<file path="src/rtl/parking_gate_ctrl_pkg.sv">
// parking_gate_ctrl_pkg: shared state encoding, lane tags and sizes for the parking gate front end
package parking_gate_ctrl_pkg;
    localparam int NUM_SPOTS = 4;
    localparam int SPOT_W = 2;
    typedef enum logic [1:0] {IDLE, REQ, OPEN, CLEAR} state_t;
    typedef enum logic {LANE_ENTRY, LANE_EXIT} lane_t;
endpackage

</file>
<file path="src/rtl/parking_gate_ctrl_if.sv">
// parking_gate_ctrl_if: raw sensors, capacity FSM handshake and barrier outputs of the gate controller
interface parking_gate_ctrl_if;
    import parking_gate_ctrl_pkg::*;
    logic                 i_entry_sensor;
    logic                 i_exit_sensor;
    logic [SPOT_W-1:0]    i_exit_spot;
    logic [NUM_SPOTS-1:0] i_spot_sensor;
    logic                 i_open_door_in;
    logic                 i_full_in;
    logic                 o_enter;
    logic                 o_exit;
    logic [SPOT_W-1:0]    o_switch;
    logic [NUM_SPOTS-1:0] o_e;
    logic                 o_gate_up;
    logic                 o_deny;
    logic                 o_busy;
    modport master (
        input  i_entry_sensor, i_exit_sensor, i_exit_spot, i_spot_sensor, i_open_door_in, i_full_in,
        output o_enter, o_exit, o_switch, o_e, o_gate_up, o_deny, o_busy
    );
    modport slave (
        output i_entry_sensor, i_exit_sensor, i_exit_spot, i_spot_sensor, i_open_door_in, i_full_in,
        input  o_enter, o_exit, o_switch, o_e, o_gate_up, o_deny, o_busy
    );
endinterface

</file>
<file path="src/rtl/parking_gate_ctrl_debounce.sv">
// sensor_debounce: 2-flop synchroniser, saturating stability counter and registered rising-edge pulse
module sensor_debounce #(
    parameter int DEBOUNCE_CYC = 4
) (
    input  logic clk,
    input  logic rst,
    input  logic i_raw,
    output logic o_deb,
    output logic o_rise
);
    localparam int CNT_W = $clog2(DEBOUNCE_CYC + 1);
    localparam logic [CNT_W-1:0] CNT_MAX = CNT_W'(DEBOUNCE_CYC);
    localparam logic [CNT_W-1:0] CNT_ARM = CNT_W'(DEBOUNCE_CYC - 1);
    logic             r_s1;
    logic             r_s2;
    logic [CNT_W-1:0] r_cnt;
    logic             r_deb;
    logic             r_rise;
    logic             w_stable;
    // this cycle completes the required run of synced-high samples
    assign w_stable = r_s2 && (r_cnt >= CNT_ARM);
    always_ff @(posedge clk or posedge rst) begin
        if (rst) begin
            r_s1   <= 1'b0;
            r_s2   <= 1'b0;
            r_cnt  <= '0;
            r_deb  <= 1'b0;
            r_rise <= 1'b0;
        end else begin
            r_s1   <= i_raw;
            r_s2   <= r_s1;
            r_cnt  <= !r_s2 ? '0 : (r_cnt == CNT_MAX) ? r_cnt : r_cnt + CNT_W'(1);
            r_deb  <= w_stable;
            r_rise <= w_stable && !r_deb;
        end
    end
    assign o_deb  = r_deb;
    assign o_rise = r_rise;
endmodule

</file>
<file path="src/rtl/parking_gate_ctrl.sv">
// parking_gate_ctrl: debounces entry/exit lanes, arbitrates requests to the capacity FSM and drives the barrier
module parking_gate_ctrl
    import parking_gate_ctrl_pkg::*;
#(
    parameter int DEBOUNCE_CYC = 4,
    parameter int OPEN_CYC     = 16
) (
    input  logic                clk,
    input  logic                rst,
    parking_gate_ctrl_if.master bus
);
    localparam int TMR_W = $clog2(OPEN_CYC);
    state_t               r_state;
    state_t               w_next;
    lane_t                r_lane;
    logic                 r_pend_en;
    logic                 r_pend_ex;
    logic                 r_deny;
    logic [TMR_W-1:0]     r_timer;
    logic [SPOT_W-1:0]    r_switch;
    logic [NUM_SPOTS-1:0] r_e1;
    logic [NUM_SPOTS-1:0] r_e2;
    logic                 w_deb_en;
    logic                 w_deb_ex;
    logic                 w_rise_en;
    logic                 w_rise_ex;
    logic                 w_win;
    logic                 w_refuse;
    logic                 w_lane_clear;

    sensor_debounce #(.DEBOUNCE_CYC(DEBOUNCE_CYC)) u_deb_en (
        .clk    (clk),
        .rst    (rst),
        .i_raw  (bus.i_entry_sensor),
        .o_deb  (w_deb_en),
        .o_rise (w_rise_en)
    );

    sensor_debounce #(.DEBOUNCE_CYC(DEBOUNCE_CYC)) u_deb_ex (
        .clk    (clk),
        .rst    (rst),
        .i_raw  (bus.i_exit_sensor),
        .o_deb  (w_deb_ex),
        .o_rise (w_rise_ex)
    );

    assign w_win        = (r_state == IDLE) && (r_pend_en || r_pend_ex);
    // full only ever vetoes an entry; it never opens the gate on its own
    assign w_refuse     = !bus.i_open_door_in || (bus.i_full_in && bus.o_enter);
    assign w_lane_clear = (r_lane == LANE_EXIT) ? !w_deb_ex : !w_deb_en;

    always_ff @(posedge clk or posedge rst) begin
        if (rst) r_state <= IDLE;
        else     r_state <= w_next;
    end

    always_comb begin
        w_next = r_state;
        case (r_state)
            IDLE:    w_next = w_win ? REQ : IDLE;
            REQ:     w_next = w_refuse ? IDLE : OPEN;
            OPEN:    w_next = (r_timer == '0) ? CLEAR : OPEN;
            CLEAR:   w_next = w_lane_clear ? IDLE : CLEAR;
            default: w_next = IDLE;
        endcase
    end

    always_comb begin
        bus.o_enter   = (r_state == REQ) && (r_lane == LANE_ENTRY);
        bus.o_exit    = (r_state == REQ) && (r_lane == LANE_EXIT);
        bus.o_gate_up = (r_state == OPEN) || (r_state == CLEAR);
        bus.o_busy    = r_state != IDLE;
        bus.o_deny    = r_deny;
        bus.o_switch  = r_switch;
        bus.o_e       = r_e2;
    end

    always_ff @(posedge clk or posedge rst) begin
        if (rst) begin
            r_lane    <= LANE_ENTRY;
            r_pend_en <= 1'b0;
            r_pend_ex <= 1'b0;
            r_deny    <= 1'b0;
            r_timer   <= '0;
            r_switch  <= '0;
            r_e1      <= '0;
            r_e2      <= '0;
        end else begin
            r_e1      <= bus.i_spot_sensor;
            r_e2      <= r_e1;
            r_deny    <= (r_state == REQ) && w_refuse;
            r_timer   <= (r_state == REQ) ? TMR_W'(OPEN_CYC - 1) :
                         (r_state == OPEN && r_timer != '0) ? r_timer - TMR_W'(1) : r_timer;
            // exit wins ties; a lane edge arriving while its slot is full is dropped
            r_pend_ex <= (w_win && r_pend_ex) ? 1'b0 : r_pend_ex || w_rise_ex;
            r_pend_en <= (w_win && !r_pend_ex) ? 1'b0 : r_pend_en || w_rise_en;
            if (w_win) r_lane <= r_pend_ex ? LANE_EXIT : LANE_ENTRY;
            if (w_win && r_pend_ex) r_switch <= bus.i_exit_spot;
        end
    end
endmodule

</file>
<file path="src/flat_wrapper.sv">
// flat-port wrapper written by rule: the top's interface ports become plain ports
module parking_gate_ctrl_flat import parking_gate_ctrl_pkg::*;
#(
    parameter int DEBOUNCE_CYC = 4,
    parameter int OPEN_CYC     = 16
)
  (clk, rst, bus_i_entry_sensor, bus_i_exit_sensor, bus_i_exit_spot, bus_i_spot_sensor, bus_i_open_door_in, bus_i_full_in, bus_o_enter, bus_o_exit, bus_o_switch, bus_o_e, bus_o_gate_up, bus_o_deny, bus_o_busy);
  parking_gate_ctrl_if bus_i ();
  input  logic clk;
  input  logic rst;
  input wire logic [$bits(bus_i.i_entry_sensor)-1:0] bus_i_entry_sensor;
  input wire logic [$bits(bus_i.i_exit_sensor)-1:0] bus_i_exit_sensor;
  input wire logic [$bits(bus_i.i_exit_spot)-1:0] bus_i_exit_spot;
  input wire logic [$bits(bus_i.i_spot_sensor)-1:0] bus_i_spot_sensor;
  input wire logic [$bits(bus_i.i_open_door_in)-1:0] bus_i_open_door_in;
  input wire logic [$bits(bus_i.i_full_in)-1:0] bus_i_full_in;
  output wire logic [$bits(bus_i.o_enter)-1:0] bus_o_enter;
  output wire logic [$bits(bus_i.o_exit)-1:0] bus_o_exit;
  output wire logic [$bits(bus_i.o_switch)-1:0] bus_o_switch;
  output wire logic [$bits(bus_i.o_e)-1:0] bus_o_e;
  output wire logic [$bits(bus_i.o_gate_up)-1:0] bus_o_gate_up;
  output wire logic [$bits(bus_i.o_deny)-1:0] bus_o_deny;
  output wire logic [$bits(bus_i.o_busy)-1:0] bus_o_busy;
  assign bus_i.i_entry_sensor = bus_i_entry_sensor;
  assign bus_i.i_exit_sensor = bus_i_exit_sensor;
  assign bus_i.i_exit_spot = bus_i_exit_spot;
  assign bus_i.i_spot_sensor = bus_i_spot_sensor;
  assign bus_i.i_open_door_in = bus_i_open_door_in;
  assign bus_i.i_full_in = bus_i_full_in;
  assign bus_o_enter = bus_i.o_enter;
  assign bus_o_exit = bus_i.o_exit;
  assign bus_o_switch = bus_i.o_switch;
  assign bus_o_e = bus_i.o_e;
  assign bus_o_gate_up = bus_i.o_gate_up;
  assign bus_o_deny = bus_i.o_deny;
  assign bus_o_busy = bus_i.o_busy;
  parking_gate_ctrl #(.DEBOUNCE_CYC(DEBOUNCE_CYC), .OPEN_CYC(OPEN_CYC)) u_core (.clk(clk), .rst(rst), .bus(bus_i));
endmodule
</file>
<file path="config.mk">
export PLATFORM = sky130hd
export DESIGN_NAME = parking_gate_ctrl_flat
export DESIGN_NICKNAME = d
export VERILOG_FILES = /design/src/rtl/parking_gate_ctrl_pkg.sv /design/src/rtl/parking_gate_ctrl_if.sv /design/src/rtl/parking_gate_ctrl_debounce.sv /design/src/rtl/parking_gate_ctrl.sv /design/src/flat_wrapper.sv
export SDC_FILE = /design/constraint.sdc
export NUM_CORES = 1
export LEC_CHECK = 0
export ABC_AREA = 1
export ABC_CLOCK_PERIOD_IN_PS = 1500
export CAP_MARGIN = 5
export CORE_MARGIN = 3
export CORE_UTILIZATION = 40
export CTS_CLUSTER_DIAMETER = 80
export DETAILED_ROUTE_END_ITERATION = 10
export PLACE_DENSITY = 0.6
export SLEW_MARGIN = 0
export SYNTH_ARGS = -nofsm -noshare
export SYNTH_HDL_FRONTEND = slang
export SYNTH_SLANG_ARGS = --single-unit
export TNS_END_PERCENT = 30
</file>
<file path="constraint.sdc">
create_clock -name clk -period 1.5 [get_ports clk]
set_clock_uncertainty 0.2 [all_clocks]
set_input_delay 0.45 -clock clk [delete_from_list [all_inputs] [get_ports clk]]
set_output_delay 0.45 -clock clk [all_outputs]
set_load 0.05 [all_outputs]
</file>
### After elaboration in Yosys (flattened, before gate mapping)

Cells that the tools add are included.

* bits in registers: 34

* add/sub/neg operators: 3
* magnitude comparators: 2
* equal/unequal tests: 7
* multiplexer cells: 15
* bitwise logic cells: 1
* reductions and logical operators: 26

Operator list (number)
* 1-bit logical AND: 12
* 3-bit two-way mux: 4
* 4-bit two-way mux: 2
* 2-bit case mux with 4 select lines: 1
* 3-bit by 1-bit adder with 3-bit output (second input constant): 2
* 3-bit equality test (second input constant): 2
* 3-bit by 2-bit >= comparator with 1-bit output (second input constant): 2
* 1-bit two-way mux: 6
* 1-bit logical OR: 5
* 2-bit equality test (second input constant): 2
* 1-bit logical NOT: 4
* 4-bit logical NOT: 1
* 2-bit two-way mux: 2
* 2-bit != test (second input constant): 2
* 2-bit nonzero test: 2
* 4-bit nonzero test: 1
* 4-bit by 1-bit subtractor with 4-bit output (second input constant): 1
* 2-bit by 1-bit equality test with 1-bit output (second input constant): 1
* 2-bit logical NOT: 1
* 1-bit inverter: 1

### Longest topological paths before layout

* depth after elaboration: 6
* mapped depth: 7

### Modules after synthesis

A second synthesis with hierarchy kept.

* cell total of the unflattened synthesis: 143
* area total of the unflattened synthesis: 1417.6 µm²

Modules (own cells, without submodules)
* parking_gate_ctrl: instances 1, cells an instance 83, area each 824.5 µm²
* sensor_debounce: instances 2, cells an instance 30, area each 296.5 µm²

### Worst setup path before layout

Ideal clock, no wire load.

* kind: reg-to-output
* start point: register u_core.r_state[1]
* end point: output port bus_o_enter
* arrival time: 1.268 ns
* required time: 0.850 ns
* slack: -0.418 ns
* stages on the path, launching flop included: 4
* buffers on the path: 0
* path through: dfrtp_1 -> inv_2 -> nand2_4 -> nor2_1

* longest elaborated chain between the ends: 2

Ends and longest elaborated chain
* start: declaration: line parking_gate_ctrl.sv:13 `state_t r_state;`
* start signal: assignment: line parking_gate_ctrl.sv:54 `else r_state <= w_next;`
* 2-bit by 1-bit equality test with 1-bit output: line parking_gate_ctrl.sv:69 `bus.o_enter = (r_state == REQ) && (r_lane == LANE_ENTRY);`
* 1-bit logical AND: line parking_gate_ctrl.sv:69
* end: declaration: line flat_wrapper.sv:17 `output wire logic [$bits(bus_i.o_enter)-1:0] bus_o_enter;`

Every way passes these cells.

### Final worst setup path

Ends and elaborated chain as after synthesis.

==> results.md <==
* Synth top area share at 0.6137
* Max cap viols at 0
* Nets at 193
* H-tree depth at 2
* Worst-path cell chain: inv_2, nand2_4, nor2_4, buf_12
* Synthesized net count at 154
* Starting DRT DRC Count at 52
* P_leak at 0.9595 nW
* Top post-synthesis cells by count: dfrtp_1, nand2_1, inv_1
* Initial antenna violation count at 0
* Slowest-stage cell, CP: dfrtp_1
* Register-to-register setup slack at -0.03 ns
* Critical Path Sink Type: output pin
* Max frequency at 543.3 MHz
* Worst slew pin tran at 0.2019 ns
* Antenna diodes at 0
* Largest net degree at the start of global routing at 35
* Number of I/O pins at 23
* DPL Wire Length at 1878 um
* Main synth FF type: dfrtp_1
* Vias at 1041
* Average wire per standard cell at 11.44 um
* Register area share after synthesis at 0.6137
* Root Buffer Master: clkbuf_4
* Hold slack at 0.1549 ns
* GP Congestion at 0.6758
* WS Path Type: flop to output pin
* Max clock buf depth at 2
* Hold/Removal Path Class: flop to flop
* Post-synth EDFFs at 0
* Fraction of layout cells with a size suffix above 1 at 0.2800
* CTS Sinks at 34
* Synth Register Bits at 34
* First-pass GRT wire length at 4312 um
* Synthesized instance count at 135
* CP max stage delay at 0.43 ns
* PD cells at 2034 nW/um^2
* Buffers on Ports at 22
* P&R area growth vs syn at 41.43%
* Outcome: finished with violations
* Final hold viol count at 0
* Final instance area at 1961 sq um
* Rows at 20
* Critical path fanouts, max at 4
* Total power at 0.003988 W
* Gr usage total at 0.1374
* Post-route setup slack at -0.3405 ns
* Clk pin slew, worst setup/hold paths at 0.10 ns
* Syn. warnings at 0
* Failing checks: negative setup slack
* Effective utilization at floorplan at 0.4362
* Via density per instance at 4.753
* Final setup viols at 16
* Most frequent cell after synthesis: dfrtp_1
* Maximum VDD drop at 944.2 uV
* Crit path required time at 0.85 ns
* Ys async rst share at 1.000
* Cell Area, Placed at 1848 sq um
* Final Cycle Share at 1.227
* WL final at 2505 um
* Post-CTS Hold Buffers at 0
* Die area at 4208 sq um
* Final ANT Viol Nets at 0
* Worst Setup Start Kind: flop
* Total Neg Setup Slack at -1.617 ns
* Unrepaired setup endpoints after global routing: true
* Max-slew violation count at 0
* Top cells by area, synth: dfrtp_1, ha_1, nand2_1, nand3_1, inv_1
* Tmin final at 1.841 ns
* Die Width at 64.87 um
* Rel. slew slack at 0.8643
* Post-synth top area cell: dfrtp_1
* WP data arrival at 1.19 ns
* Post-route DRC at 0
* Synth cell types at 20
* Syn Std Cell Area at 1386 sq um
* Vias in the first global route at 1108
* Worst-Skew Late Latency at 0.33 ns
* Cts bufs inserted at 5
* Syn avg cell area at 10.27 sq um
* Vert. Die Dim at 64.87 um
* CTS tree: done
* Global route total overflow at 0
* Core area at 3178 sq um
* Pre-antenna DRT Iters at 4
## path summary, 6_finish.rpt
path	startpoint	end	depth (start not counted)
max	u_core.r_state[1]	bus_o_enter	4
min	u_core.u_deb_ex.r_s1	u_core.u_deb_ex.r_s2	0
max reg2reg	u_core.r_state[1]	u_core.r_timer[3]	9
min reg2reg	u_core.u_deb_ex.r_s1	u_core.u_deb_ex.r_s2	0
max in group asynchronous	rst	u_core.r_state[0]	3
min in group asynchronous	rst	u_core.r_timer[1]	3
## sequential cells by signal, summed over array words and instances, names as in the netlist, 2 cells and up
signal,cells
u_core.u_deb_en.r_cnt,3
u_core.u_deb_ex.r_cnt,3
u_core.bus.o_switch,2
u_core.r_state,2
u_core.bus.o_e,4
u_core.r_timer,4
u_core.r_e1,4
## through the flow
stage | utilization | instances | worst slack (ns)
after floorplan | - | 135 | -0.05104
after detailed placement | 0.5815 | 207 | -0.01710
after CTS | 0.6146 | 218 | -0.3642
after global placement | 0.5815 | 207 | 0.02136
final | 0.6169 | 219 | -0.3405
after global routing | 0.6169 | 219 | -0.4044
## layer usage
metal	global-route usage	vias up	routed length, um
met4	0.09763	0	78
met3	0.03986	9	130
li1	-	510	-
met2	0.2490	33	1293
met1	0.1304	489	1003
met5	0	-	0
## cell families (layout without fill, tap and decap cells)
| family | Yosys count | count (layout) | share of synthesized area |
|---|---|---|---|
| DFF | 34 | 34 | 0.6137 |
| adders and majority gates | 7 | 7 | 0.06317 |
| and+or+nand+nor | 60 | 60 | 0.2112 |
| AOI/OAI and AO/OA | 12 | 12 | 0.05235 |
| buffers and inverters | 22 | 62 | 0.05956 |
## repair_timing
item / in CTS / in global routing
pin swaps: 1 / 3
setup endpoints to repair: 12 / 14
resized for setup: 3 / 0
buffers inserted: 3 / 1
## final cells by class
type                       instances  area (sq um)
multi-input combinational         79         470.5
fill                             281          1217
sequential                        34         852.1
tap                               44         55.05
inverter                          21         78.83
timing repair buffer              33         425.4
clock buffer                       8         78.83
## power breakdown
part           switching, W  total [W]  internal [W]  leakage [nW]
logic               0.00107    0.00194      0.000874         0.497
clock network      0.000293   0.000613      0.000320        0.0446
registers          0.000230    0.00143       0.00120         0.418
## critical path, delay by kind of cell (launching register included)
| family | cells | cell delay [ns] |
|---|---|---|
| flops | 1 | 0.43 |
| simple gates | 2 | 0.19 |
| buf+inv | 2 | 0.23 |
## cell usage in the layout (no fill, tap or decap), drive strengths merged
cell and instances:
a21oi 3, clkbuf 8, nand4 2, inv 21, nand2 28, o22ai 1, dfrtp 34, ha 7
o21ai 8, buf 22, nand3 15, clkdlybuf4s50 11, nor2 12, nor3 3
(Power assumes the default switching activity.)
